## config.mk

```make
export PLATFORM = sky130hd
export DESIGN_NAME = trigger_input_conditioner
export DESIGN_NICKNAME = d
export VERILOG_FILES = /design/src/rtl/trigger_input_conditioner.sv
export SDC_FILE = /design/constraint.sdc
export NUM_CORES = 1
export LEC_CHECK = 0
export ABC_AREA = 1
export BUFFER_PORTS_ARGS = -buffer_cell sky130_fd_sc_hd__clkbuf_2
export CAP_MARGIN = 10
export CORE_MARGIN = 3
export CORE_UTILIZATION = 52
export DETAILED_ROUTE_END_ITERATION = 8
export HOLD_SLACK_MARGIN = 0.08
export PLACE_DENSITY = 0.79
export SLEW_MARGIN = 10
export SYNTH_ARGS = -nofsm -noshare
export SYNTH_HDL_FRONTEND = slang
export SYNTH_SLANG_ARGS = --single-unit
```

## constraint.sdc

```tcl
create_clock -name clock -period 1.6 [get_ports clock]
set_input_delay 0.32 -clock clock [delete_from_list [all_inputs] [get_ports clock]]
set_output_delay 0.32 -clock clock [all_outputs]
set_load 0.05 [all_outputs]
```

## src/rtl/trigger_input_conditioner.sv

```systemverilog
// Trigger input conditioner: synchronises, glitch-filters and edge-detects start/fg/wire inputs.
// Define EVENT_COUNT_EN to build the saturating per-channel pulse counters.
module trigger_input_conditioner_channel #(
    parameter int SYNC_STAGES = 2,
    parameter int FILTER_LEN  = 4,
    parameter int HOLDOFF     = 1000
) (
    input  logic clock,
    input  logic reset_n,
    input  logic arm,
    input  logic raw_i,
    output logic pulse_o,
    output logic level_o
);
    localparam int QW = $clog2(FILTER_LEN + 1);
    localparam int HW = (HOLDOFF > 0) ? $clog2(HOLDOFF + 1) : 1;
    localparam logic [QW-1:0] Q_LAST = QW'(FILTER_LEN - 1);
    localparam logic [HW-1:0] H_LAST = HW'((HOLDOFF > 0) ? HOLDOFF - 1 : 0);

    typedef enum logic [2:0] {
        S_WAIT_LOW,
        S_LOW,
        S_RISE_QUAL,
        S_HIGH,
        S_FALL_QUAL,
        S_HOLD
    } state_t;

    logic [SYNC_STAGES-1:0] sync_q;
    state_t                 state_q;
    logic [QW-1:0]          qcnt_q;
    logic [HW-1:0]          hcnt_q;
    logic                   level_q;
    logic                   pulse_q;
    logic                   s;

    assign s       = sync_q[SYNC_STAGES-1];
    assign pulse_o = pulse_q;
    assign level_o = level_q;

    always_ff @(posedge clock) begin
        if (!reset_n) begin
            sync_q  <= '0;
            state_q <= S_WAIT_LOW;
            qcnt_q  <= '0;
            hcnt_q  <= '0;
            level_q <= 1'b0;
            pulse_q <= 1'b0;
        end else begin
            sync_q  <= {sync_q[SYNC_STAGES-2:0], raw_i};
            pulse_q <= 1'b0;
            case (state_q)
                S_WAIT_LOW: begin
                    if (s) begin
                        qcnt_q <= '0;
                    end else if (qcnt_q == Q_LAST) begin
                        state_q <= S_LOW;
                        qcnt_q  <= '0;
                    end else begin
                        qcnt_q <= qcnt_q + QW'(1);
                    end
                end
                // LOW is the zero-count entry of the rise qualifier.
                S_LOW, S_RISE_QUAL: begin
                    if (!s) begin
                        state_q <= S_LOW;
                        qcnt_q  <= '0;
                    end else if (qcnt_q == Q_LAST) begin
                        state_q <= S_HIGH;
                        qcnt_q  <= '0;
                        level_q <= 1'b1;
                        pulse_q <= arm;
                    end else begin
                        state_q <= S_RISE_QUAL;
                        qcnt_q  <= qcnt_q + QW'(1);
                    end
                end
                S_HIGH, S_FALL_QUAL: begin
                    if (s) begin
                        state_q <= S_HIGH;
                        qcnt_q  <= '0;
                    end else if (qcnt_q == Q_LAST) begin
                        state_q <= (HOLDOFF == 0) ? S_LOW : S_HOLD;
                        qcnt_q  <= '0;
                        hcnt_q  <= '0;
                        level_q <= 1'b0;
                    end else begin
                        state_q <= S_FALL_QUAL;
                        qcnt_q  <= qcnt_q + QW'(1);
                    end
                end
                S_HOLD: begin
                    if (hcnt_q == H_LAST) begin
                        state_q <= S_LOW;
                        hcnt_q  <= '0;
                    end else begin
                        hcnt_q <= hcnt_q + HW'(1);
                    end
                end
                default: begin
                    state_q <= S_WAIT_LOW;
                    qcnt_q  <= '0;
                    hcnt_q  <= '0;
                end
            endcase
        end
    end
endmodule

module trigger_input_conditioner #(
    parameter int SYNC_STAGES = 2,
    parameter int FILTER_LEN  = 4,
    parameter int HOLDOFF     = 1000,
    parameter int CNT_W       = 16
) (
    input  logic             clock,
    input  logic             reset_n,
    input  logic             arm,
    input  logic             count_clear,
    input  logic             start_raw,
    input  logic             fg_raw,
    input  logic             wire_raw,
    output logic             start_signal,
    output logic             fg_signal,
    output logic             wire_signal,
    output logic [2:0]       level_out,
    output logic [CNT_W-1:0] start_count,
    output logic [CNT_W-1:0] fg_count,
    output logic [CNT_W-1:0] wire_count
);
    logic [2:0] raw;
    logic [2:0] pulse;
    logic [2:0] level;

    assign raw = {wire_raw, fg_raw, start_raw};

    for (genvar c = 0; c < 3; c++) begin : g_ch
        trigger_input_conditioner_channel #(
            .SYNC_STAGES(SYNC_STAGES),
            .FILTER_LEN (FILTER_LEN),
            .HOLDOFF    (HOLDOFF)
        ) u_ch (
            .clock  (clock),
            .reset_n(reset_n),
            .arm    (arm),
            .raw_i  (raw[c]),
            .pulse_o(pulse[c]),
            .level_o(level[c])
        );
    end

    assign start_signal = pulse[0];
    assign fg_signal    = pulse[1];
    assign wire_signal  = pulse[2];
    assign level_out    = level;

`ifdef EVENT_COUNT_EN
    logic [CNT_W-1:0] cnt_q [3];
    logic [CNT_W-1:0] cnt_d [3];

    // Clear has priority over a same-cycle increment; counters stick at all-ones.
    always_comb begin
        for (int c = 0; c < 3; c++) begin
            cnt_d[c] = cnt_q[c];
            if (count_clear) begin
                cnt_d[c] = '0;
            end else if (pulse[c] && (cnt_q[c] != '1)) begin
                cnt_d[c] = cnt_q[c] + CNT_W'(1);
            end
        end
    end

    always_ff @(posedge clock) begin
        for (int c = 0; c < 3; c++) begin
            if (!reset_n) begin
                cnt_q[c] <= '0;
            end else begin
                cnt_q[c] <= cnt_d[c];
            end
        end
    end

    assign start_count = cnt_q[0];
    assign fg_count    = cnt_q[1];
    assign wire_count  = cnt_q[2];
`else
    logic unused_count_clear;

    assign unused_count_clear = count_clear;
    assign start_count        = '0;
    assign fg_count           = '0;
    assign wire_count         = '0;
`endif
endmodule
```

==> flow_summary.json, run 1 <==
{
  "result_of_the_run": "finished clean",
  "worstHoldPathCells": 3,
  "dpl.hpwl_um": 5130,
  "arrival_ns": 1.73,
  "wl_um": 7070,
  "post-route-drc-count": 0,
  "p_clk_frac": 0.365,
  "comb_power_share": 0.158,
  "numCtsBuffers": 9,
  "initial_utilization": 0.552,
  "chipHeight_um": 89.5,
  "ios": 61,
  "worst-r2r-cell-count": 8,
  "timing.critical_path.slowest_stage_cell": "sky130_fd_sc_hd__dfxtp_1",
  "hold_end": "g_ch[1].u_ch.sync_q[0]",
  "tns_ns": 0,
  "ir_worst_vdd_uv": 612,
  "crit_required_ns": 1.84,
  "number_of_global_route_vias_before_repair": 2842,
  "critPathMaxFanout": 5,
  "distinct_cell_type_count_after_synthesis": 30,
  "layout.area.seq_um2": 1210,
  "worstPathBufferInverterCount": 2,
  "route.detailed.wl_per_inst_um": 10.5,
  "yosys.area.top_type_share": 0.331,
  "grt_pass1_wl_um": 11700,
  "filler_cell_count": 626,
  "tritoncts": "yes",
  "syn2layout_area_growth_pct": 6.80,
  "fp-row-count": 29,
  "cts.path.max_buffers": 2,
  "ys_top_cells_by_area": "sky130_fd_sc_hd__dfxtp_1 33%, sky130_fd_sc_hd__nand2_1 15%, sky130_fd_sc_hd__buf_4 11%, sky130_fd_sc_hd__nand3_1 8.3%, sky130_fd_sc_hd__inv_1 7.6%",
  "global_route.overflow_total": 0,
  "nature_of_the_critical_path_endpoint": "flip-flop",
  "p_sw_frac": 0.307,
  "cell_internal_pwr_mw": 2.27,
  "synth.yosys.warnings": 0,
  "critical_path.startpoint_type": "flip-flop",
  "gp_congestion": 0.925,
  "max_cap_viol": 0,
  "ys_top_cells_by_count": "145 x sky130_fd_sc_hd__nand2_1, 73 x sky130_fd_sc_hd__inv_1, 60 x sky130_fd_sc_hd__dfxtp_1, 60 x sky130_fd_sc_hd__nand3_1, 55 x sky130_fd_sc_hd__nor2_1",
  "r2r-start": "g_ch[2].u_ch.qcnt_q[0]",
  "initial_antenna_violation_count": 0,
  "total_switching_power_mw": 1.01,
  "worst_setup_path_category": "reg2reg",
  "yosysTopAreaCell": "sky130_fd_sc_hd__dfxtp_1",
  "min_from": "fg_raw",
  "layout-drive-gt1-share": 0.133,
  "numPortBuffers": 11,
  "grt_max_degree": 15,
  "global_route.usage.total": 0.186,
  "multi_input_comb_area_um2": 1890,
  "detail-route-antenna-nets": 0,
  "vias": 3209,
  "cellPowerDensity_nw_per_um2": 847,
  "worst_r2r_endpoint": "g_ch[2].u_ch.hcnt_q[0]",
  "yosysSeqAreaShare": 0.331,
  "cp_top_family": "flip-flops",
  "cts.hold.buffers_added": 0,
  "fp.dieW_um": 89.5,
  "layout_min_cycle_time_ns": 1.49,
  "reg2reg_slack_ns": 0.11,
  "finalSetupViolCount": 0,
  "clk_root_buffer_cell": "sky130_fd_sc_hd__clkbuf_8",
  "synth_edf_count": 0,
  "antenna_cells": 0,
  "cts.sinks": 60,
  "cells_traversed_along_the_worst_timing_path": "ha_1, inv_2, nor2_4, nand2_4, a21boi_4, buf_4, xnor2_1, nor2_1",
  "fin_hold_ws_ns": 0.156,
  "p_leak_nw": 1.78,
  "seq_power_share": 0.477,
  "synthArstFlopShare": 0,
  "via_density_per_instance": 4.76,
  "cts-htree-levels": 3,
  "slowest_delay_ns": 0.35,
  "drt-pass1-iter-count": 4,
  "max_clock_freq_ghz": 0.670,
  "clkLatencyLatePin_ns": 0.34,
  "power.total_mw": 3.28,
  "unrepaired_setup_endpoints_after_global_routing": "true",
  "clk_transition_reported_paths_ns": 0.07,
  "clock-skew-final_ns": 0.0101,
  "yosys_most_used_dff": "sky130_fd_sc_hd__dfxtp_1",
  "drt_iter0_markers": 146,
  "hold_violations": 0,
  "design.die.area_um2": 8010,
  "synth-seq-cells": 60,
  "final-max-slew-violation-count": 0,
  "postSynthAreaPerCell_um2": 6.58,
  "core-area_um2": 6570,
  "post-synth-top-count-cell": "sky130_fd_sc_hd__nand2_1",
  "hold_path_class": "in2reg",
  "post_synth_inst_count": 551,
  "num-nets-final": 590,
  "finalCritPeriodShare": 0.933,
  "synthesis.area_um2": 3630
}
## layout by cell type, fill, tap and decap left out, types with 3 or more instances in the layout
cell type                    n
sky130_fd_sc_hd__conb_1     48
sky130_fd_sc_hd__clkbuf_8   11
sky130_fd_sc_hd__nand4_1    12
sky130_fd_sc_hd__nand3_2     3
sky130_fd_sc_hd__buf_4      15
sky130_fd_sc_hd__nand3_1    60
sky130_fd_sc_hd__inv_1      72
sky130_fd_sc_hd__ha_1        4
sky130_fd_sc_hd__clkbuf_2   11
sky130_fd_sc_hd__dfxtp_2     4
sky130_fd_sc_hd__nand2_1   143
sky130_fd_sc_hd__nor2_4      3
sky130_fd_sc_hd__a21oi_1    26
sky130_fd_sc_hd__nand3b_1    3
sky130_fd_sc_hd__dfxtp_1    56
sky130_fd_sc_hd__nand2_2     8
sky130_fd_sc_hd__nor2_1     55
sky130_fd_sc_hd__inv_2       5
sky130_fd_sc_hd__o21ai_0    13
sky130_fd_sc_hd__nor3_1      4
## layout make-up
class | count | area share
clock buffer | 13 | 0.0410
clock inverter | 2 | 0.00258
inverter | 77 | 0.0746
multi-input combinational | 401 | 0.489
sequential | 60 | 0.311
tap | 93 | 0.0300
timing repair buffer | 28 | 0.0514
## timing repair
item	in CTS	in global routing
resized for setup	0	13
setup buffers	0	7
setup endpoints to repair	0	15
## power groups by stage
| stage | clock (mW) | sequential (mW) | combinational (mW) |
|---|---|---|---|
| 2_1_floorplan | 0 | 1.59 | 0.535 |
| 3_3_place_gp | 0 | 1.59 | 0.479 |
| 3_5_place_dp | 0 | 1.59 | 0.492 |
| 4_1_cts | 1.23 | 1.56 | 0.493 |
| 5_1_grt | 1.29 | 1.57 | 0.568 |
| 6_report | 1.20 | 1.56 | 0.519 |
## how the worst max path moves through the flow
| stage | start | endpoint | depth (start not counted) |
|---|---|---|---|
| floorplan | g_ch[2].u_ch.qcnt_q[0] | g_ch[2].u_ch.hcnt_q[8] | 9 |
| global placement | g_ch[0].u_ch.qcnt_q[0] | g_ch[0].u_ch.hcnt_q[8] | 8 |
| finish | g_ch[2].u_ch.qcnt_q[0] | g_ch[2].u_ch.hcnt_q[0] | 8 |
| detailed placement | g_ch[2].u_ch.hcnt_q[0] | g_ch[2].u_ch.hcnt_q[9] | 8 |
| global route | g_ch[0].u_ch.qcnt_q[0] | g_ch[0].u_ch.hcnt_q[5] | 10 |
| CTS | g_ch[2].u_ch.hcnt_q[0] | g_ch[2].u_ch.hcnt_q[9] | 8 |
## layer usage
| metal | routed length [um] | vias to the layer above | track usage |
|---|---|---|---|
| met5 | 0 | - | 0 |
| met4 | 47 | 0 | 0.0622 |
| met3 | 345 | 4 | 0.0682 |
| met2 | 3550 | 70 | 0.316 |
| met1 | 3120 | 1442 | 0.215 |
| li1 | - | 1693 | - |
## state kept, by name, indices dropped and copies added, names as in the netlist
register,count
g_ch.u_ch.level_o,3
g_ch.u_ch.state_q,9
g_ch.u_ch.pulse_o,3
g_ch.u_ch.qcnt_q,9
g_ch.u_ch.hcnt_q,30
g_ch.u_ch.sync_q,6
## worst min-delay path, stage by stage
cell and delay (ns):
sky130_fd_sc_hd__clkbuf_2 0.07, sky130_fd_sc_hd__nand2_1 0.04, sky130_fd_sc_hd__inv_1 0.04
## logic make-up after synthesis
kind of cell,share of synthesized area
AO/OA/AOI/OAI,0.0738
XOR/XNOR,0.00483
adder cells (fa/ha/maj),0.0207
buffers and inverters,0.201
flip-flops,0.331
other,0.00103
AND/OR/NAND/NOR,0.367
## stage by stage
stage | setup WS, ns | instances | utilization | area, um^2
finish | 0.107 | 674 | 0.590 | 3870
detailed placement | 0.0726 | 651 | 0.550 | 3610
CTS | 0.0571 | 666 | 0.576 | 3780
floorplan | 0.248 | 598 | - | 3800
global route | 0.000588 | 674 | 0.590 | 3870
global placement | 0.103 | 651 | 0.550 | 3610
Note: power is estimated with default switching activity, not from simulation.
==> inputs of run 2 (changes only) <==
--- a/config.mk
+++ b/config.mk
@@ -8,6 +8,7 @@
 export ABC_AREA = 1
 export BUFFER_PORTS_ARGS = -buffer_cell sky130_fd_sc_hd__clkbuf_2
 export CAP_MARGIN = 10
+export CORE_ASPECT_RATIO = 1.4
 export CORE_MARGIN = 3
 export CORE_UTILIZATION = 52
 export DETAILED_ROUTE_END_ITERATION = 8
==> run 2 against run 1 <==
Critical endpoint is now g_ch[2].u_ch.hcnt_q[8]; first-iteration DRC count is 18% lower; highest routed layer unchanged; core utilization is 0.45 points lower; worst setup slack better by 0.039 ns; clock-buffer cell count is 3 lower; global-route usage is 1.4 points lower; final cell count is 0.59% lower; critical path depth is 1 higher; sequential share of layout area is 0.28 points lower; sequential power hardly changed; sequential cell count stayed put; combinational power is 3% lower.
==> flow_summary.json, run 2 (synthesis gave the netlist of run 1 again) <==
{
  "design.die.area_um2": 8030,
  "pre_cts_ws_ns": 0.104,
  "vias": 3202,
  "gp_congestion": 0.878,
  "post-route-drc-count": 0,
  "drt-pass1-iter-count": 4,
  "critPathMaxFanout": 11,
  "largest_reg_flops": 30,
  "route.detailed.wl_per_inst_um": 10.1,
  "initial_utilization": 0.545,
  "numPortBuffers": 11,
  "clkLatencyLatePin_ns": 0.35,
  "cts.path.max_buffers": 2,
  "finalSetupViolCount": 0,
  "finish.instance_area_um2": 3890,
  "wl_um": 6770,
  "critical_path.startpoint_type": "flip-flop",
  "detail-route-antenna-nets": 0,
  "mostFrequentLayoutCells": "144 x sky130_fd_sc_hd__nand2_1, 73 x sky130_fd_sc_hd__inv_1, 60 x sky130_fd_sc_hd__nand3_1",
  "reg2reg_slack_ns": 0.15,
  "placed_area_um2": 3610,
  "cts-htree-levels": 3,
  "num-nets-final": 586,
  "tritoncts": "yes",
  "hold_path_class": "in2reg",
  "unrepaired_setup_endpoints_after_global_routing": "true",
  "chipHeight_um": 105,
  "initial_antenna_violation_count": 0,
  "cts.sinks": 60,
  "drt_iter0_markers": 120,
  "finalCritPeriodShare": 0.909,
  "final-max-slew-violation-count": 0,
  "max_clock_freq_ghz": 0.688,
  "via_density_per_instance": 4.78,
  "post-route-worst-setup-slack_ns": 0.146,
  "dpl.hpwl_um": 5060,
  "nature_of_the_critical_path_endpoint": "flip-flop",
  "cellPowerDensity_nw_per_um2": 965,
  "crit_required_ns": 1.84,
  "max_cap_viol": 0,
  "arrival_ns": 1.69,
  "global_route.overflow_total": 0,
  "numCtsBuffers": 9,
  "worst_setup_path_category": "reg2reg",
  "layout.area.seq_um2": 1200,
  "layout-drive-gt1-share": 0.121,
  "ir_worst_vdd_uv": 719,
  "layout_min_cycle_time_ns": 1.45,
  "fp-row-count": 35,
  "fp.dieW_um": 76.6,
  "syn2layout_area_growth_pct": 7.42,
  "core-area_um2": 6660,
  "hold_violations": 0,
  "grt_pass1_wl_um": 11300,
  "p_leak_nw": 1.79,
  "clk_transition_reported_paths_ns": 0.07,
  "clock-skew-final_ns": 0.0106,
  "result_of_the_run": "finished clean",
  "max-slew-margin-rel": 0.650,
  "timing_worst_slew_pin_value_ns": 0.525,
  "largest_register": "g_ch.u_ch.hcnt_q",
  "cts.hold.buffers_added": 0,
  "filler_cell_count": 631,
  "multi_input_comb_area_um2": 1880,
  "reg_top3": "g_ch.u_ch.hcnt_q x30, g_ch.u_ch.qcnt_q x9, g_ch.u_ch.state_q x9",
  "mostFrequentLayoutCell": "sky130_fd_sc_hd__nand2_1",
  "antenna_cells": 0,
  "global_route.usage.total": 0.171,
  "grt_max_degree": 25,
  "clk_root_buffer_cell": "sky130_fd_sc_hd__clkbuf_8",
  "number_of_global_route_vias_before_repair": 2830,
  "ios": 61
}
## run 2: cell count changes in the layout (fill, tap and decap cells not counted), sizes merged
cell	previous run	this run
clkbuf	24	21
bufinv	0	3
clkinvlp	0	1
buf	17	13
## run 2: area by class of cell
cell class / instances / share of cell area
clock buffers: 10 / 0.0353
clock inverters: 6 / 0.0286
inverters: 77 / 0.0742
multi-input cells: 401 / 0.483
flip-flops and latches: 60 / 0.309
well taps: 92 / 0.0296
repair buffers: 24 / 0.0402
## run 2: timing repair
action	4_1_cts	5_1_grt
buffers inserted	0	3
endpoints found under the setup margin	0	15
hold endpoints to repair	0	0
gates resized for setup	0	5
## run 2: path summary, 6_finish.rpt
path,cells past startpoint,to,start
max,9,g_ch[2].u_ch.hcnt_q[8],g_ch[2].u_ch.qcnt_q[0]
min,3,g_ch[2].u_ch.sync_q[0],wire_raw
max reg2reg,9,g_ch[2].u_ch.hcnt_q[8],g_ch[2].u_ch.qcnt_q[0]
min reg2reg,2,g_ch[0].u_ch.sync_q[1],g_ch[0].u_ch.sync_q[0]
## run 2: per-layer routing
metal | track usage | vias up | part of all wire
li1 | - | 1685 | -
met1 | 0.179 | 1443 | 0.42
met2 | 0.321 | 62 | 0.52
met3 | 0.0284 | 12 | 0.034
met4 | 0.0933 | 0 | 0.023
met5 | 0 | - | 0
## run 2: power breakdown
part | internal [mW] | leakage [nW] | switching, mW
Clock | 1.08 | 0.122 | 0.620
Sequential | 1.53 | 0.486 | 0.0268
Combinational | 0.0955 | 1.18 | 0.408
Total | 2.70 | 1.79 | 1.05
## run 2: critical path: stages (launching register included)
cell and delay, ns:
sky130_fd_sc_hd__dfxtp_2 0.34, sky130_fd_sc_hd__ha_1 0.14, sky130_fd_sc_hd__inv_1 0.08, sky130_fd_sc_hd__nor2_4 0.15
sky130_fd_sc_hd__nand2_2 0.10, sky130_fd_sc_hd__a21boi_4 0.16, sky130_fd_sc_hd__buf_6 0.16, sky130_fd_sc_hd__nand3_1 0.07
sky130_fd_sc_hd__nand2_1 0.09, sky130_fd_sc_hd__nor2_2 0.03
## run 2: metrics by stage
step / utilization / setup TNS [ns] / total power, mW / hold WS (ns) / cells
after global placement: 0.542 / 0 / 2.07 / 0.394 / 651
after detailed placement: 0.542 / 0 / 2.08 / 0.397 / 651
final: 0.585 / 0 / 3.76 / 0.150 / 670
after global routing: 0.585 / -0.0153 / 3.91 / 0.164 / 670
after CTS: 0.580 / 0 / 3.77 / 0.140 / 667
after floorplan: - / 0 / 2.12 / 0.390 / 598
==> inputs of run 3 (changes only) <==
==> constraint.sdc (replaced) <==
create_clock -name clock -period 1.4 [get_ports clock]
set_input_delay 0.28 -clock clock [delete_from_list [all_inputs] [get_ports clock]]
set_output_delay 0.28 -clock clock [all_outputs]
set_load 0.05 [all_outputs]
==> run 3 against run 2 <==
Combinational power up 29%; routed wire length increased by 12%; non-clock buffer count increased by 23; fmax increased by 6.8%; worst hold slack lost 0.029 ns; global-route usage increased by 1.3 points; critical path type unchanged; final cell count grew 3.6%; clock skew down 0.00078 ns; power rose by 7.3%.
==> flow_summary.json, run 3 (synthesis gave the netlist of run 1 again) <==
{
  "comb_power_share": 0.161,
  "cts-htree-levels": 3,
  "worstPathBufferInverterCount": 1,
  "timing.critical_path.slowest_stage_cell": "sky130_fd_sc_hd__dfxtp_2",
  "critPathMaxFanout": 5,
  "antenna_cells": 0,
  "worst_r2r_endpoint": "g_ch[2].u_ch.hcnt_q[0]",
  "p_leak_nw": 1.91,
  "reg2reg_slack_ns": 0.04,
  "worst_setup_path_category": "reg2reg",
  "cells_traversed_along_the_worst_timing_path": "ha_4, inv_2, nor2_4, nand2_4, a21boi_4, nand2_1, nand2_2, nor2_1",
  "global_route.overflow_total": 0,
  "drt-pass1-iter-count": 4,
  "wl_um": 7590,
  "fp.dieW_um": 76.6,
  "layout.core_utilization": 0.638,
  "via_density_per_instance": 4.90,
  "unrepaired_setup_endpoints_after_global_routing": "true",
  "ios": 61,
  "worst-r2r-cell-count": 8,
  "pre_cts_ws_ns": -0.0363,
  "multi_input_comb_area_um2": 2070,
  "clk_transition_reported_paths_ns": 0.07,
  "cts.sinks": 60,
  "cts.path.max_buffers": 2,
  "r2r-start": "g_ch[2].u_ch.qcnt_q[0]",
  "grt.met2_usage": 0.340,
  "cellPowerDensity_nw_per_um2": 949,
  "cp_top_family": "simple AND/OR/NAND/NOR gates",
  "dpl.hpwl_um": 5420,
  "critical_path.startpoint": "g_ch[2].u_ch.qcnt_q[0]",
  "seq_power_share": 0.445,
  "finalCritPeriodShare": 0.972,
  "cell_internal_pwr_mw": 2.83,
  "result_of_the_run": "finished clean",
  "crit_required_ns": 1.63,
  "fp-row-count": 35,
  "filler_cell_count": 609,
  "initial_utilization": 0.545,
  "clk_root_buffer_cell": "sky130_fd_sc_hd__clkbuf_8",
  "syn2layout_area_growth_pct": 17.1,
  "post-route-drc-count": 0,
  "total_switching_power_mw": 1.20,
  "layout-drive-gt1-share": 0.228,
  "finalSetupViolCount": 0,
  "grt_pass1_wl_um": 12400,
  "slowest_delay_ns": 0.35,
  "gp_congestion": 0.891,
  "critical_path.startpoint_type": "flip-flop",
  "p_sw_frac": 0.298,
  "cts.hold.buffers_added": 0,
  "post-route-worst-setup-slack_ns": 0.0389,
  "drt_iter0_markers": 108,
  "hold_violations": 0,
  "design.die.area_um2": 8030,
  "layout.area.seq_um2": 1210,
  "max_clock_freq_ghz": 0.735,
  "numPortBuffers": 11,
  "mostFrequentLayoutCells": "128 x sky130_fd_sc_hd__nand2_1, 69 x sky130_fd_sc_hd__inv_1, 58 x sky130_fd_sc_hd__nand3_1",
  "nature_of_the_critical_path_endpoint": "flip-flop",
  "route.detailed.wl_per_inst_um": 10.9,
  "grtUsageMet3": 0.0440,
  "p_clk_frac": 0.394,
  "max_cap_viol": 0,
  "detail-route-antenna-nets": 0,
  "chipHeight_um": 105,
  "arrival_ns": 1.59,
  "initial_antenna_violation_count": 0,
  "grt_max_degree": 25,
  "layout_min_cycle_time_ns": 1.36,
  "final-max-slew-violation-count": 0,
  "top_usage_layer": "met2",
  "clock-skew-final_ns": 0.00981,
  "worst_setup_path_endpoint": "g_ch[2].u_ch.hcnt_q[0]",
  "clkLatencyLatePin_ns": 0.34,
  "hold_path_class": "in2reg",
  "ir_worst_vdd_uv": 623,
  "numCtsBuffers": 9,
  "largest_reg_flops": 30,
  "largest_register": "g_ch.u_ch.hcnt_q",
  "reg_top3": "g_ch.u_ch.hcnt_q x30, g_ch.u_ch.qcnt_q x9, g_ch.u_ch.state_q x9",
  "tritoncts": "yes",
  "gr-usage-met1": 0.200,
  "number_of_global_route_vias_before_repair": 3067,
  "mostFrequentLayoutCell": "sky130_fd_sc_hd__nand2_1",
  "core-area_um2": 6660,
  "cp.depth": 8,
  "num-nets-final": 610,
  "global_route.usage.total": 0.184,
  "vias": 3400
}
[run 3: worst min-delay path by stage]
stage | slack, ns | depth (start not counted) | to | from
CTS | 0.11 | 3 | g_ch[0].u_ch.sync_q[0] | start_raw
finish | 0.12 | 3 | g_ch[0].u_ch.sync_q[0] | start_raw
detailed placement | 0.40 | 2 | g_ch[1].u_ch.sync_q[1] | g_ch[1].u_ch.sync_q[0]
global placement | 0.39 | 2 | g_ch[2].u_ch.sync_q[1] | g_ch[2].u_ch.sync_q[0]
global route | 0.13 | 3 | g_ch[1].u_ch.sync_q[0] | fg_raw
floorplan | 0.38 | 2 | g_ch[0].u_ch.sync_q[0] | start_raw
[run 3: what timing repair did]
item / 4_1_cts / 5_1_grt
setup endpoints to repair: 6 / 34
cloned: 1 / 1
gates resized for setup: 6 / 66
setup buffers: 1 / 6
pin swaps: 1 / 24
[run 3: final cells by class]
| type | instances | area share |
|---|---|---|
| multi-input combinational | 402 | 0.488 |
| tap | 92 | 0.0271 |
| clock inverter | 3 | 0.0106 |
| timing repair buffer | 47 | 0.0831 |
| inverter | 77 | 0.0686 |
| clock buffer | 13 | 0.0374 |
| sequential | 60 | 0.285 |
[run 3: worst register-to-register path: cells and delay by family (launching register included)]
family | cells | cell delay, ns
buffers and inverters | 1 | 0.04
adders and majority gates | 1 | 0.13
AOI/OAI and AO/OA | 1 | 0.20
and+or+nand+nor | 5 | 0.52
DFF | 1 | 0.35
[run 3: routing by layer]
layer  share of wire  wire [um]
met3           0.041        312
met1            0.41       3070
met5               0          0
met2            0.54       4070
met4           0.017        129
[run 3: stage by stage]
stage | total power [mW] | std cells | hold slack, ns | cell area [um^2] | setup TNS [ns]
floorplan | 2.42 | 598 | 0.378 | 3800 | 0
global placement | 2.39 | 669 | 0.393 | 3760 | 0
detailed placement | 2.41 | 669 | 0.400 | 3760 | -0.131
CTS | 4.00 | 687 | 0.112 | 3980 | 0
global route | 4.20 | 694 | 0.127 | 4250 | -0.721
finish | 4.03 | 694 | 0.120 | 4250 | 0
[run 3: power by group through the flow]
| stage | combinational [mW] | clock, mW | sequential, mW |
|---|---|---|---|
| 2_1_floorplan | 0.611 | 0 | 1.81 |
| 3_3_place_gp | 0.579 | 0 | 1.82 |
| 3_5_place_dp | 0.596 | 0 | 1.82 |
| 4_1_cts | 0.601 | 1.61 | 1.78 |
| 5_1_grt | 0.706 | 1.70 | 1.80 |
| 6_report | 0.648 | 1.59 | 1.79 |
